### src/rtl/rtfitanium_pitn_pkg.sv
// Shared types and constants for the programmable interval timer.
// Holds the count-mode encoding, register offsets, control bit positions
// and a byte-lane merge helper used by the bus write path.
package rtfitanium_pitn_pkg;

  typedef enum logic [1:0] {
    PM_CONT    = 2'b00,
    PM_ONESHOT = 2'b01,
    PM_RETRIG  = 2'b10
  } pit_mode_t;

  // Per-channel offsets within a 16-byte channel window
  localparam logic [3:0] PIT_CNT  = 4'h0;
  localparam logic [3:0] PIT_MAX  = 4'h4;
  localparam logic [3:0] PIT_ONT  = 4'h8;
  localparam logic [3:0] PIT_CTRL = 4'hC;

  // Global register addresses
  localparam logic [7:0] PIT_IRQS = 8'h80;
  localparam logic [7:0] PIT_IRQE = 8'h84;
  localparam logic [7:0] PIT_SYNC = 8'h88;

  // Control register bit positions
  localparam int unsigned CTRL_LD      = 0;
  localparam int unsigned CTRL_CE      = 1;
  localparam int unsigned CTRL_AR      = 2;
  localparam int unsigned CTRL_XC      = 3;
  localparam int unsigned CTRL_GE      = 4;
  localparam int unsigned CTRL_MODE_LO = 5;
  localparam int unsigned CTRL_MODE_HI = 6;
  localparam int unsigned CTRL_W       = 7;

  // Replace only the byte lanes selected by sel
  function automatic logic [31:0] byte_merge(input logic [31:0] old_v,
                                             input logic [31:0] new_v,
                                             input logic [3:0]  sel);
    logic [31:0] res;
    res = old_v;
    for (int b = 0; b < 4; b++) begin
      if (sel[b]) res[b*8 +: 8] = new_v[b*8 +: 8];
    end
    return res;
  endfunction

endpackage

### src/rtl/rtfitanium_pitn_chan.sv
// One timer channel: down-counter, control bits, input synchronisers, output.
// Ports:
//   clk_i/rst_ni             clock, async active-low reset
//   clk_x_i/gate_i           asynchronous external clock and gate pins
//   wr_max_i/wr_ont_i/wr_ctrl_i + wdat_*_i   register writes (lanes pre-merged)
//   ld_sync_i/ce_sync_i      global sync strobes
//   count_o/max_o/ont_o/ctrl_o  register readback (ctrl ld bit reads 0)
//   out_o                    registered channel output
//   tc_c_o                   combinational terminal-count pulse
module rtfitanium_pitn_chan
  import rtfitanium_pitn_pkg::*;
#(
  parameter int unsigned CW = 32
) (
  input  logic              clk_i,
  input  logic              rst_ni,
  input  logic              clk_x_i,
  input  logic              gate_i,
  input  logic              wr_max_i,
  input  logic              wr_ont_i,
  input  logic              wr_ctrl_i,
  input  logic [CW-1:0]     wdat_max_i,
  input  logic [CW-1:0]     wdat_ont_i,
  input  logic [CTRL_W-1:0] wdat_ctrl_i,
  input  logic              ld_sync_i,
  input  logic              ce_sync_i,
  output logic [CW-1:0]     count_o,
  output logic [CW-1:0]     max_o,
  output logic [CW-1:0]     ont_o,
  output logic [CTRL_W-1:0] ctrl_o,
  output logic              out_o,
  output logic              tc_c_o
);

  logic [CW-1:0] count_q, count_d, max_q, max_d, ont_q, ont_d;
  logic          ce_q, ce_d, ar_q, ar_d, xc_q, xc_d, ge_q, ge_d, out_q, out_d;
  logic [1:0]    mode_q, mode_d;
  logic [2:0]    xs_q, gs_q;
  logic          x_pe_c, g_pe_c, gate_lvl_c, retrig_c, reload_c, tick_c, ld_c, tc_c;

  // Two sync flops then a previous-value flop for edge detection
  always_ff @(posedge clk_i or negedge rst_ni) begin
    if (!rst_ni) begin
      xs_q <= '0;
      gs_q <= '0;
    end else begin
      xs_q <= {xs_q[1:0], clk_x_i};
      gs_q <= {gs_q[1:0], gate_i};
    end
  end

  assign x_pe_c     = xs_q[1] & ~xs_q[2];
  assign g_pe_c     = gs_q[1] & ~gs_q[2];
  assign gate_lvl_c = gs_q[1];
  assign retrig_c   = (mode_q == PM_RETRIG);
  // Mode 11 falls back to continuous behaviour
  assign reload_c   = ar_q & (mode_q != PM_ONESHOT) & (mode_q != PM_RETRIG);
  // Retrigger mode uses the gate edge only, never the level
  assign tick_c     = ce_q & (~xc_q | x_pe_c) & (~ge_q | retrig_c | gate_lvl_c);
  assign ld_c       = (wr_ctrl_i & wdat_ctrl_i[CTRL_LD]) | ld_sync_i;

  // Counter next state; bus writes applied last so they override internal updates
  always_comb begin
    count_d = count_q;
    max_d   = max_q;
    ont_d   = ont_q;
    ce_d    = ce_q;
    ar_d    = ar_q;
    xc_d    = xc_q;
    ge_d    = ge_q;
    mode_d  = mode_q;
    out_d   = out_q;
    tc_c    = 1'b0;
    if (ld_c) begin
      count_d = max_q;
    end else if (retrig_c && g_pe_c) begin
      count_d = max_q;
      ce_d    = 1'b1;
    end else if (tick_c) begin
      if (count_q == ont_q) out_d = 1'b1;
      if (count_q == '0) begin
        out_d = 1'b0;
        tc_c  = 1'b1;
        if (reload_c) count_d = max_q;
        else          ce_d    = 1'b0;
      end else begin
        count_d = count_q - CW'(1);
      end
    end
    if (wr_max_i) max_d = wdat_max_i;
    if (wr_ont_i) ont_d = wdat_ont_i;
    if (wr_ctrl_i) begin
      ce_d   = wdat_ctrl_i[CTRL_CE];
      ar_d   = wdat_ctrl_i[CTRL_AR];
      xc_d   = wdat_ctrl_i[CTRL_XC];
      ge_d   = wdat_ctrl_i[CTRL_GE];
      mode_d = wdat_ctrl_i[CTRL_MODE_HI:CTRL_MODE_LO];
    end
    if (ce_sync_i) ce_d = 1'b1;
  end

  always_ff @(posedge clk_i or negedge rst_ni) begin
    if (!rst_ni) begin
      count_q <= '0;
      max_q   <= '0;
      ont_q   <= '0;
      ce_q    <= 1'b0;
      ar_q    <= 1'b1;
      xc_q    <= 1'b0;
      ge_q    <= 1'b0;
      mode_q  <= 2'b00;
      out_q   <= 1'b0;
    end else begin
      count_q <= count_d;
      max_q   <= max_d;
      ont_q   <= ont_d;
      ce_q    <= ce_d;
      ar_q    <= ar_d;
      xc_q    <= xc_d;
      ge_q    <= ge_d;
      mode_q  <= mode_d;
      out_q   <= out_d;
    end
  end

  assign count_o = count_q;
  assign max_o   = max_q;
  assign ont_o   = ont_q;
  assign ctrl_o  = {mode_q, ge_q, xc_q, ar_q, ce_q, 1'b0};
  assign out_o   = out_q;
  assign tc_c_o  = tc_c;

endmodule

### src/rtl/rtfitanium_pitn.sv
// Programmable interval timer top: bus decode, read mux, global registers.
// Ports:
//   clk_i/rst_ni                       clock, async active-low reset
//   cs_i/cyc_i/stb_i/we_i/sel_i/adr_i/dat_i   slave bus request
//   ack_o                              write: same cycle; read: one cycle later
//   dat_o                              registered read data
//   clk_x/gate                         per-channel asynchronous inputs
//   out                                per-channel outputs
//   irq_o                              registered OR of enabled irq status
module rtfitanium_pitn
  import rtfitanium_pitn_pkg::*;
#(
  parameter int unsigned NCH = 3,
  parameter int unsigned CW  = 32
) (
  input  logic           clk_i,
  input  logic           rst_ni,
  input  logic           cs_i,
  input  logic           cyc_i,
  input  logic           stb_i,
  output logic           ack_o,
  input  logic           we_i,
  input  logic [3:0]     sel_i,
  input  logic [7:0]     adr_i,
  input  logic [31:0]    dat_i,
  output logic [31:0]    dat_o,
  input  logic [NCH-1:0] clk_x,
  input  logic [NCH-1:0] gate,
  output logic [NCH-1:0] out,
  output logic           irq_o
);

  logic              cs_c, wr_c;
  logic [7:0]        adr_w;
  logic [31:0]       rd_c, dat_o_q;
  logic              rd_ack_q, irq_o_q;
  logic [NCH-1:0]    irq_stat_q, irq_stat_d, irq_en_q, irq_en_d, w1c_c;
  logic [NCH-1:0]    hit, wr_max, wr_ont, wr_ctrl, sync_ld, sync_ce, ch_tc;
  logic [CW-1:0]     ch_cnt [NCH];
  logic [CW-1:0]     ch_max [NCH];
  logic [CW-1:0]     ch_ont [NCH];
  logic [CTRL_W-1:0] ch_ctrl [NCH];
  logic              wr_irqs, wr_irqe, wr_sync;

  assign cs_c  = cs_i & cyc_i & stb_i;
  assign wr_c  = cs_c & we_i;
  assign adr_w = {adr_i[7:2], 2'b00};
  assign ack_o = cs_c & (we_i | rd_ack_q);

  assign wr_irqs = wr_c & (adr_w == PIT_IRQS);
  assign wr_irqe = wr_c & (adr_w == PIT_IRQE);
  assign wr_sync = wr_c & (adr_w == PIT_SYNC);

  for (genvar n = 0; n < NCH; n++) begin : g_ch
    assign hit[n]     = ~adr_w[7] & (adr_w[6:4] == 3'(n));
    assign wr_max[n]  = wr_c & hit[n] & (adr_w[3:0] == PIT_MAX);
    assign wr_ont[n]  = wr_c & hit[n] & (adr_w[3:0] == PIT_ONT);
    assign wr_ctrl[n] = wr_c & hit[n] & (adr_w[3:0] == PIT_CTRL);
    assign sync_ld[n] = wr_sync & sel_i[0] & dat_i[n];
    assign sync_ce[n] = wr_sync & sel_i[1] & dat_i[8+n];

    rtfitanium_pitn_chan #(.CW(CW)) u_chan (
      .clk_i      (clk_i),
      .rst_ni     (rst_ni),
      .clk_x_i    (clk_x[n]),
      .gate_i     (gate[n]),
      .wr_max_i   (wr_max[n]),
      .wr_ont_i   (wr_ont[n]),
      .wr_ctrl_i  (wr_ctrl[n]),
      .wdat_max_i (CW'(byte_merge(32'(ch_max[n]), dat_i, sel_i))),
      .wdat_ont_i (CW'(byte_merge(32'(ch_ont[n]), dat_i, sel_i))),
      .wdat_ctrl_i(CTRL_W'(byte_merge(32'(ch_ctrl[n]), dat_i, sel_i))),
      .ld_sync_i  (sync_ld[n]),
      .ce_sync_i  (sync_ce[n]),
      .count_o    (ch_cnt[n]),
      .max_o      (ch_max[n]),
      .ont_o      (ch_ont[n]),
      .ctrl_o     (ch_ctrl[n]),
      .out_o      (out[n]),
      .tc_c_o     (ch_tc[n])
    );
  end

  // Read mux; unmapped addresses return zero
  always_comb begin
    rd_c = '0;
    for (int n = 0; n < NCH; n++) begin
      if (hit[n]) begin
        unique case (adr_w[3:0])
          PIT_CNT:  rd_c = 32'(ch_cnt[n]);
          PIT_MAX:  rd_c = 32'(ch_max[n]);
          PIT_ONT:  rd_c = 32'(ch_ont[n]);
          PIT_CTRL: rd_c = 32'(ch_ctrl[n]);
          default:  rd_c = '0;
        endcase
      end
    end
    if (adr_w == PIT_IRQS) rd_c = 32'(irq_stat_q);
    if (adr_w == PIT_IRQE) rd_c = 32'(irq_en_q);
  end

  // Terminal-count set wins over a same-cycle write-1-to-clear
  always_comb begin
    w1c_c      = wr_irqs ? NCH'(byte_merge(32'h0, dat_i, sel_i)) : '0;
    irq_stat_d = (irq_stat_q & ~w1c_c) | ch_tc;
    irq_en_d   = wr_irqe ? NCH'(byte_merge(32'(irq_en_q), dat_i, sel_i)) : irq_en_q;
  end

  always_ff @(posedge clk_i or negedge rst_ni) begin
    if (!rst_ni) begin
      rd_ack_q   <= 1'b0;
      dat_o_q    <= '0;
      irq_stat_q <= '0;
      irq_en_q   <= '0;
      irq_o_q    <= 1'b0;
    end else begin
      rd_ack_q   <= cs_c & ~we_i;
      if (cs_c && !we_i) dat_o_q <= rd_c;
      irq_stat_q <= irq_stat_d;
      irq_en_q   <= irq_en_d;
      irq_o_q    <= |(irq_stat_q & irq_en_q);
    end
  end

  assign dat_o = dat_o_q;
  assign irq_o = irq_o_q;

endmodule

### config.mk
export PLATFORM = sky130hd
export DESIGN_NAME = rtfitanium_pitn
export DESIGN_NICKNAME = d
export VERILOG_FILES = /design/src/rtl/rtfitanium_pitn_pkg.sv /design/src/rtl/rtfitanium_pitn_chan.sv /design/src/rtl/rtfitanium_pitn.sv
export SDC_FILE = /design/constraint.sdc
export NUM_CORES = 1
export LEC_CHECK = 0
export ABC_CLOCK_PERIOD_IN_PS = 4100
export BUFFER_PORTS_ARGS = -buffer_cell sky130_fd_sc_hd__buf_2
export CELL_PAD_IN_SITES_DETAIL_PLACEMENT = 1
export CELL_PAD_IN_SITES_GLOBAL_PLACEMENT = 1
export CORE_AREA = 4 4 201 203
export DETAILED_ROUTE_END_ITERATION = 12
export DIE_AREA = 0 0 205 207
export MAX_ROUTING_LAYER = met4
export PLACE_DENSITY = 0.89
export SKIP_LAST_GASP = 1
export SLEW_MARGIN = 20
export SYNTH_ARGS = -nofsm -noshare
export SYNTH_HDL_FRONTEND = slang
export SYNTH_SLANG_ARGS = --single-unit
### constraint.sdc
create_clock -name clk_i -period 4.1 [get_ports clk_i]
set_input_delay 0.82 -clock clk_i [delete_from_list [all_inputs] [get_ports clk_i]]
set_output_delay 0.82 -clock clk_i [all_outputs]
set_load 0.01 [all_outputs]
After elaboration in Yosys (flattened, before gate mapping)
Cells that the tools add are included.
Word-level totals
  bits in registers: 367
  input port bits: 56
Cells by class
  $add $sub $neg: 3
  reductions and logical operators: 60
  muxes and demuxes: 67
  bitwise logic cells: 89
  eq/ne operators: 32
Operators with widths (number)
  32-bit 2-to-1 mux: 20
  32-bit case mux with 4 select lines: 3
  32-bit equality test: 3
  32-bit zero test: 3
  32-bit by 1-bit subtractor with 32-bit output, second input constant: 3
  2-bit AND reduction: 31
  1-bit bitwise AND: 52
  1-bit 2-to-1 mux: 39
  4-bit nonzero test: 6
  1-bit inverter: 20
  6-bit equality test, second input constant: 3
  5-bit AND reduction: 3
  1-bit OR: 13
  4-bit by 1-bit != test with 1-bit output, second input constant: 3
  4-bit by 2-bit != test with 1-bit output, second input constant: 3
  4-bit AND reduction: 3
  2-bit equality test, second input constant: 5
  3-bit by 1-bit != test with 1-bit output, second input constant: 3
  3-bit != test, second input constant: 3
  3-bit nonzero test: 3
  3-bit bitwise AND: 2
  2-bit 2-to-1 mux: 3
  3-bit 2-to-1 mux: 2
  2-bit by 1-bit != test with 1-bit output, second input constant: 3
  12 further kinds: 19

Logic depth before layout (Yosys ltp)
Gate-level depths: netlist of the first run.
  word-level depth: 10
  mapped depth: 11
  gate-level depth less buffers: 8

Hierarchy
From an unflattened synthesis of the first run, not the netlist that was laid out.
Second synthesis, totals
  cell total of the unflattened synthesis: 2499
  area, all modules: 23229.8 um^2
Modules (own cells, without submodules)
  rtfitanium_pitn_chan at g_ch[0].u_chan ...: area an instance 5639.2 um^2, cells an instance 502, times used 2, seq. area each 2728.9 um^2
  rtfitanium_pitn: area an instance 6358.6 um^2, cells an instance 989, times used 1, seq. area each 1001.0 um^2
  rtfitanium_pitn_chan at g_ch[2].u_chan: area an instance 5592.9 um^2, cells an instance 506, times used 1, seq. area each 2728.9 um^2

Least setup slack after synthesis of the first run
Ideal clock, no wire load.
  path kind: input port to flip-flop
  from: input port adr_i[4]
  to: register g_ch[2].u_chan.count_q[30]
  cell stages on the path: 10
  arrival time: 2970 ps
  required time: 3970 ps
  path slack: 1001 ps
  path buffers: 4
  cell sequence: clkbuf_1 or4b_1 nor3_1 a311o_1 buf_2 or2_2 buf_2 clkbuf_1 o21ai_0 o2bb2ai_1
On the way
  word-level cells in the longest chain between the ends: 8
  elaborated cells on any way between the ends: 14
  those cells by class: eq/ne: 3; mux: 1; bitwise: 8; reduce/logical: 2
RTL lines
  start, declared: line rtfitanium_pitn.sv:24  | input logic [7:0] adr_i,
  3-bit by 2-bit equality test with 1-bit output: line rtfitanium_pitn.sv:55  | assign hit[n] = ~adr_w[7] & (adr_w[6:4] == 3'(n));
  1-bit bitwise AND: line rtfitanium_pitn.sv:55
  1-bit bitwise AND (2 in a row): line rtfitanium_pitn.sv:58  | assign wr_ctrl[n] = wr_c & hit[n] & (adr_w[3:0] == PIT_CTRL);
  1-bit bitwise AND: line rtfitanium_pitn_chan.sv:60  | assign ld_c = (wr_ctrl_i & wdat_ctrl_i[CTRL_LD]) | ld_sync_i;
  1-bit OR (*): line rtfitanium_pitn_chan.sv:60
  4-bit by 1-bit != test with 1-bit output (no source line) or 3-bit nonzero test (tied branches)
  2-bit AND reduction (no source line)
  end signal, assigned: line rtfitanium_pitn_chan.sv:114  | count_q <= count_d;
  end, declared: line rtfitanium_pitn_chan.sv:35  | logic [CW-1:0] count_q, count_d, max_q, max_d, ont_q, ont_d;
Every way passes the cells marked *; elsewhere a longest branch is shown, timed or not.
A chain may end at the register's enable or synchronous reset.

Worst setup path after layout of the first run
  from: register g_ch[1].u_chan.count_q[11]
  to: register g_ch[1].u_chan.count_q[16]
On the way
  word-level cells in the longest chain between the ends: 5
  elaborated cells on any way between the ends: 8
  those cells by class: add/sub: 1; eq/ne: 1; mux: 4; reduce/logical: 2
RTL lines
  start, declared: line rtfitanium_pitn_chan.sv:35
  start signal, assigned: line rtfitanium_pitn_chan.sv:114
  32-bit by 1-bit subtractor with 32-bit output or 32-bit zero test (tied branches): line rtfitanium_pitn_chan.sv:87, rtfitanium_pitn_chan.sv:81
  32-bit 2-to-1 mux: line rtfitanium_pitn_chan.sv:81  | if (count_q == '0) begin
  32-bit 2-to-1 mux: line rtfitanium_pitn_chan.sv:79  | end else if (tick_c) begin
  32-bit 2-to-1 mux: line rtfitanium_pitn_chan.sv:76  | end else if (retrig_c && g_pe_c) begin
  32-bit 2-to-1 mux: line rtfitanium_pitn_chan.sv:74  | if (ld_c) begin
Several ways; a longest one is shown, not always the timed one. The select of a mux whose other input is x is not followed.

==> results of run 1 <==
[sequential cells by signal (all words and copies together) (netlist names)]
name / cells
g_ch.u_chan.count_o: 96
g_ch.u_chan.max_o: 96
g_ch.u_chan.ont_o: 96
dat_o: 32
g_ch.u_chan.gs_q: 9
g_ch.u_chan.xs_q: 9
g_ch.u_chan.mode_q: 6
g_ch.u_chan.ar_q: 3
g_ch.u_chan.ce_q: 3
g_ch.u_chan.ge_q: 3
g_ch.u_chan.out_o: 3
g_ch.u_chan.xc_q: 3
irq_en_q: 3
irq_stat_q: 3
irq_o: 1
rd_ack_q: 1
[synthesized netlist by cell type (21+ instances only)]
| cell | count |
|---|---|
| inv_1 | 40 |
| nor2_1 | 92 |
| buf_2 | 21 |
| dfrtp_1 | 364 |
| nand2_1 | 146 |
| mux2_2 | 212 |
| xor2_1 | 32 |
| nor4_1 | 61 |
| a21oi_1 | 69 |
| o2bb2ai_1 | 52 |
| o31ai_1 | 25 |
| mux2i_1 | 146 |
| clkbuf_1 | 116 |
| xnor2_1 | 65 |
| or4_1 | 21 |
| a211oi_1 | 28 |
| nor3_1 | 73 |
| nand4_1 | 26 |
| o21ai_0 | 147 |
| a221oi_1 | 24 |
[worst register-to-register path, cell delays in order (launching register included)]
cell	delay [ns]
dfrtp_1	0.52
or4_1	0.58
nor4_1	0.66
and3_1	0.60
nor2_2	0.34
buf_12	0.25
mux2i_1	0.14
o2bb2a_1	0.22
[through the flow]
step | setup WS (ns) | instance area (µm²)
detailed placement | 0.441 | 21600
global placement | 0.498 | 21600
global route | 0.552 | 23000
CTS | 0.759 | 23000
finish | 0.672 | 23000
floorplan | 1.00 | 20600
[metal layers]
metal,global-route usage,share of wire
met4,0.198,0.066
met2,0.575,0.46
met1,0.476,0.37
met5,-,0
met3,0.104,0.11
[power groups by stage]
stage / logic, mW / registers (mW) / clock network [mW]
5_1_grt: 1.02 / 3.98 / 4.11
6_report: 0.967 / 3.97 / 3.95
3_3_place_gp: 0.877 / 4.00 / 0
4_1_cts: 0.940 / 3.96 / 3.96
2_1_floorplan: 0.559 / 3.93 / 0
3_5_place_dp: 0.917 / 4.02 / 0
[cells by family (layout without fill, tap and decap cells)]
group	Yosys count	after routing	synth area share
compound gates	420	420	0.133
xor+xnor	97	97	0.0412
fa+ha+maj	6	6	0.00364
buf+inv	198	257	0.0388
flops	367	367	0.445
mux	376	376	0.206
other cells	0	8	0
simple gates	527	527	0.132
[path summary, 6_finish.rpt]
check | start | to | slack [ns] | depth (start not counted)
max | g_ch[1].u_chan.count_o[11] | g_ch[1].u_chan.count_o[16] | 0.67 | 7
min | rst_ni | g_ch[0].u_chan.count_o[26] | 0.25 | 1
max reg2reg | g_ch[1].u_chan.count_o[11] | g_ch[1].u_chan.count_o[16] | 0.67 | 7
min reg2reg | g_ch[0].u_chan.xs_q[0] | g_ch[0].u_chan.xs_q[1] | 0.35 | 0
max in group asynchronous | rst_ni | g_ch[1].u_chan.max_o[15] | 2.84 | 2
min in group clk_i | clk_x[2] | g_ch[2].u_chan.xs_q[0] | 0.35 | 1
[final cells by class]
type	instances	area, µm²	area share
Antenna cell	8	20.0	0.000869
Clock buffer	64	1280	0.0555
Clock inverter	12	138	0.00597
Inverter	40	150	0.00652
Multi-Input combinational cell	1426	10700	0.465
Sequential cell	367	9190	0.399
Tap cell	518	648	0.0281
Timing Repair Buffer	141	915	0.0397
==> out/summary.txt, run 1 <==
status -> completed
max incr delay on CP -> 0.66 ns
Final Hold Fails -> 0
switching power -> 2.46 mW
flop and latch count out of synthesis -> 367
CTS Buffer Depth -> 3
most common cell after layout, fill and taps aside -> dfrtp_1
MaxCap Viol Count -> 0
Slew headroom -> 0.281
Layout Utilization -> 0.599
Cell variety after synth -> 71
hold buffer count at cts -> 0
register area share after synthesis -> 0.445
Antenna Nets Post-Route -> 0
insertion delay to the later sink of the worst-skew pair -> 0.58 ns
crit path buf inv count -> 1
Slew @ Worst Pin -> 1.08 ns
CP Launch Type -> flop
GRT Overall Usage -> 0.383
worst hold path type -> primary input to asynchronous set/reset pin
Avg Inst Size Synth -> 10.4 µm²
CTS-repair resized insts -> 0
post-synthesis async set-or-reset flop share -> 1.00
Max VDD drop -> 0.000325 V
crit path cell chain -> or4_1 -> nor4_1 -> and3_1 -> nor2_2 -> buf_12 -> mux2i_1 -> o2bb2a_1
area grow syn2layout -> 11.7%
leading area contributor after synthesis -> dfrtp_1
Comb power frac -> 0.109
top cells by area, synth -> dfrtp_1, mux2_2, mux2i_1, o21ai_0, xnor2_1
initial antenna violation count -> 9
Vias -> 18100
Max Slew Vio Count -> 0
Pleak -> 10.7 nW
GRT overflow -> 0
clk sinks -> 367
element type at the critical path end -> flop
Inserted Clock Buffers -> 42
post-synth top area share -> 0.442
die width -> 205 µm
Post-Syn Instances -> 1991
DRC Markers -> 0
IO buf count -> 90
H-tree depth -> 2
Setup TNS -> 0 ns
Pwr Total -> 8.89 mW
Placed Cells -> 2492
core area -> 0.0385 mm²
worst setup path class -> flop to flop
die area -> 0.0424 mm²
clock slew at reported path FFs -> 0.06 ns
Tcrit/Tclk final -> 0.836
Final Net Count -> 2080
sequential share of power -> 0.447
vias per std cell -> 7.04
fin crit period -> 3.43 ns
Syn Nets -> 2053
total setup buffers inserted after CTS -> 0
final hold slack -> 0.252 ns
EDFF count, synth -> 0
PwrDens -> 386 mW/mm²
Layout fillers -> 4144
share of cells above drive strength 1 -> 0.231
I/O pin count -> 93
Routed wire per std cell -> 31.1 µm
RSZ-0062 raised after global routing -> no
vias in the first global route -> 19000
Worst path top cell family by delay -> simple AND/OR/NAND/NOR gates
HPWL Detailed -> 53500 µm
row count -> 72
final cell count without fillers -> 2576
Worst EP required -> 4.56 ns
Die Span Y -> 207 µm
Worst Path Max Fanout -> 15
sw frac -> 0.277
DRT iter0 DRCs -> 2081
synth warn -> 0
commonest cells after routing, fill and taps aside -> dfrtp_1, mux2_2, o21ai_0
CTS tree -> built
Finish-stage setup viols -> 0
Primary FF master, synth -> dfrtp_1
Starting Density -> 0.536
Worst path slowest cell -> nor4_1
total wire length -> 80200 µm
Clk pwr share -> 0.444
Worst EP arrival -> 3.89 ns
clock skew -> 0.0197 ns
Internal -> 6.43 mW
fmax -> 292 MHz
DRT Pass-1 Iters -> 5
Root Driver -> clkbuf_16
largest net degree at the start of global routing -> 89
Final GP Congestion -> 0.979
first-pass GRT wire length -> 121000 µm
Synth Cell Area -> 0.0206 mm²
Note: power is estimated with default switching activity, not from simulation.
==> run 2, diff against run 1 <==
Settings changed: ABC_AREA set to 1, ABC_CLOCK_PERIOD_IN_PS 4100 to 3400, CORE_AREA 4 4 201 203 to 4 4 224 226, DIE_AREA 0 0 205 207 to 0 0 228 230, PLACE_DENSITY 0.89 to 0.83.
Clock period 4.1 ns to 3.4 ns, I/O delays scaled along.
==> run 2 against run 1 <==
Via count is 18% higher; die area is 24% higher; design area is 6.5% higher; non-clock buffer count is 4 higher; power is 39% higher; combinational power is 98% higher; sequential cell count stayed put; register-to-register slack worse by 0.03 ns; sequential power is 33% higher; hold slack worse by 0.14 ns; largest power group unchanged.
==> out/summary.txt, run 2 <==
top-count cell post-synth -> nand2_1
largest net degree at the start of global routing -> 92 (+3.4%)
commonest cells after routing, fill and taps aside -> nand2_1, dfrtp_1, inv_1
PwrDens -> 504 mW/mm² (+31%)
Worst Slack Setup Final -> 0.644 ns (-0.0274 ns)
IO buf count -> 90 (unchanged)
Slew headroom -> 0.417 (+0.136)
register area share after synthesis -> 0.417 (-0.0281)
Routed wire per std cell -> 22.3 µm (-28%)
flop and latch count out of synthesis -> 367 (unchanged)
clock skew -> 0.0184 ns (-0.00126 ns)
top cells by area, synth -> dfrtp_1, nand2_1, o21ai_0, nand3_1, inv_1
vias per std cell -> 5.72 (-19%)
total setup buffers inserted after CTS -> 0 (unchanged)
final cell count without fillers -> 3730 (+45%)
Avg Inst Size Synth -> 7.23 µm² (-30%)
DRT iter0 DRCs -> 1825 (-12%)
fin crit period -> 2.76 ns (-0.673 ns)
CTS Buffer Depth -> 3 (unchanged)
CP Launch Type -> flop
post-synth top area share -> 0.414 (-0.0278)
Finish-stage setup viols -> 0 (unchanged)
CTS-repair resized insts -> 0 (unchanged)
Worst EP arrival -> 3.22 ns (-0.67 ns)
Final Hold Fails -> 0 (unchanged)
leading area contributor after synthesis -> dfrtp_1
Inserted Clock Buffers -> 44 (+4.8%)
DRT Pass-1 Iters -> 5 (unchanged)
RSZ-0062 raised after global routing -> no
HPWL Detailed -> 60600 µm (+13%)
share of cells above drive strength 1 -> 0.105 (-0.126)
top post-synthesis cells by count -> nand2_1, dfrtp_1, inv_1, o21ai_0, nand3_1
Tcrit/Tclk final -> 0.811 (-0.0257)
Post-Syn Instances -> 3043 (+53%)
core area -> 0.0483 mm² (+26%)
Max VDD drop -> 0.000334 V (+2.8%)
total wire length -> 83200 µm (+3.7%)
Syn Nets -> 3105 (+51%)
synth warn -> 0 (unchanged)
worst setup path class -> flop to flop
Final GP Congestion -> 0.961 (-1.8%)
Final Net Count -> 3133 (+51%)
die width -> 228 µm (+11%)
first-pass GRT wire length -> 130000 µm (+7.3%)
Primary FF master, synth -> dfrtp_1
I/O pin count -> 93 (unchanged)
fmax -> 363 MHz (+24%)
Root Driver -> clkbuf_16
clk sinks -> 367 (unchanged)
clock slew at reported path FFs -> 0.06 ns (about the same)
row count -> 81 (+13%)
Max Slew Vio Count -> 0 (unchanged)
Worst Path Max Fanout -> 22 (+7)
CTS tree -> built
area grow syn2layout -> 11.5%
most common cell after layout, fill and taps aside -> nand2_1
Die Span Y -> 230 µm (+11%)
Pwr Total -> 12.4 mW (+39%)
Worst EP required -> 3.87 ns (-0.69 ns)
pre-CTS setup slack -> 0.479 ns (+0.0382 ns)
vias in the first global route -> 22600 (+19%)
die area -> 0.0524 mm² (+24%)
Pleak -> 11.0 nW (+3.0%)
Slew @ Worst Pin -> 0.872 ns (-0.206 ns)
hold buffer count at cts -> 0 (unchanged)
status -> completed
Antenna Nets Post-Route -> 0 (unchanged)
post-synthesis async set-or-reset flop share -> 1.00 (unchanged)
worst hold path type -> primary input to asynchronous set/reset pin
Placed Cells -> 3647 (+46%)
initial antenna violation count -> 2 (-7)
DRC Markers -> 0 (unchanged)
insertion delay to the later sink of the worst-skew pair -> 0.59 ns (about the same)
GRT Overall Usage -> 0.323 (-0.0594)
MaxCap Viol Count -> 0 (unchanged)
element type at the critical path end -> flop
Vias -> 21300 (+18%)
EDFF count, synth -> 0 (unchanged)
Starting Density -> 0.455 (-0.0808)
Cell variety after synth -> 46 (-35%)
Synth Cell Area -> 0.0220 mm² (+6.7%)
H-tree depth -> 2 (unchanged)
GRT overflow -> 0 (unchanged)
Setup TNS -> 0 ns (unchanged)
==> run 2: cell count changes after synthesis, sizes merged, moves of 156 or more <==
cell   before  now
nand2     146  970
nor2       93  258
inv        40  327
mux2      212    0
o21ai     147  303
nand3      20  318
==> run 2: layout make-up <==
| cell class | instances | area, µm² |
|---|---|---|
| clock buffer | 67 | 1370 |
| tap | 622 | 778 |
| multi-input combinational | 2185 | 10800 |
| fill | 6132 | 23800 |
| clock inverter | 14 | 215 |
| sequential | 367 | 9190 |
| antenna | 2 | 5.00 |
| inverter | 328 | 1230 |
| timing repair buffer | 145 | 973 |
==> run 2: metal layers <==
metal  global-route usage  share of wire
met1                0.415           0.43
met2                0.509           0.46
met3               0.0493          0.056
met4                0.148          0.050
met5                    -              0
==> run 2: cell families (layout without fill, tap and decap cells) <==
| group | Yosys count | count (layout) | share of synthesized area |
|---|---|---|---|
| flops | 367 | 367 | 0.417 |
| buf+inv | 491 | 554 | 0.0946 |
| fa+ha+maj | 6 | 6 | 0.00341 |
| xor+xnor | 144 | 144 | 0.0573 |
| other cells | 0 | 2 | 0 |
| compound gates | 438 | 438 | 0.113 |
| simple gates | 1597 | 1597 | 0.314 |
==> run 2: stage by stage <==
| step | hold slack (ns) | utilization | instance area (µm²) |
|---|---|---|---|
| 6_report | 0.117 | 0.508 | 24500 |
| 2_1_floorplan | 0.331 | - | 22000 |
| 3_3_place_gp | 0.336 | 0.475 | 22900 |
| 4_1_cts | 0.157 | 0.507 | 24500 |
| 5_1_grt | 0.181 | 0.508 | 24500 |
| 3_5_place_dp | 0.338 | 0.475 | 22900 |
==> run 2: report_power, final <==
part	switching, mW	internal [mW]
clock	2.00	3.16
sequential	0.597	4.70
combinational	1.21	0.701
==> run 2: path summary, 6_finish.rpt <==
path | start | end | slack (ns) | cells past startpoint
min | rst_ni | g_ch[1].u_chan.max_o[16] | 0.12 | 1
min in group clk_i | gate[0] | g_ch[0].u_chan.gs_q[0] | 0.20 | 1
max in group asynchronous | rst_ni | g_ch[2].u_chan.count_o[5] | 2.33 | 2
max | g_ch[2].u_chan.count_o[0] | g_ch[2].u_chan.count_o[17] | 0.64 | 12
max reg2reg | g_ch[2].u_chan.count_o[0] | g_ch[2].u_chan.count_o[17] | 0.64 | 12
min reg2reg | g_ch[1].u_chan.gs_q[0] | g_ch[1].u_chan.gs_q[1] | 0.35 | 0
==> run 2: worst max-delay path: stages, from the launching register on <==
cell and delay, ns:
dfrtp_1 0.43, inv_1 0.18, ha_1 0.26, nand2_1 0.09
nor2_1 0.18, nand3_1 0.15, nor2_4 0.24, inv_4 0.17
nand2_2 0.45, buf_4 0.25, nand2_1 0.08, nand3_2 0.07
nand2_1 0.06
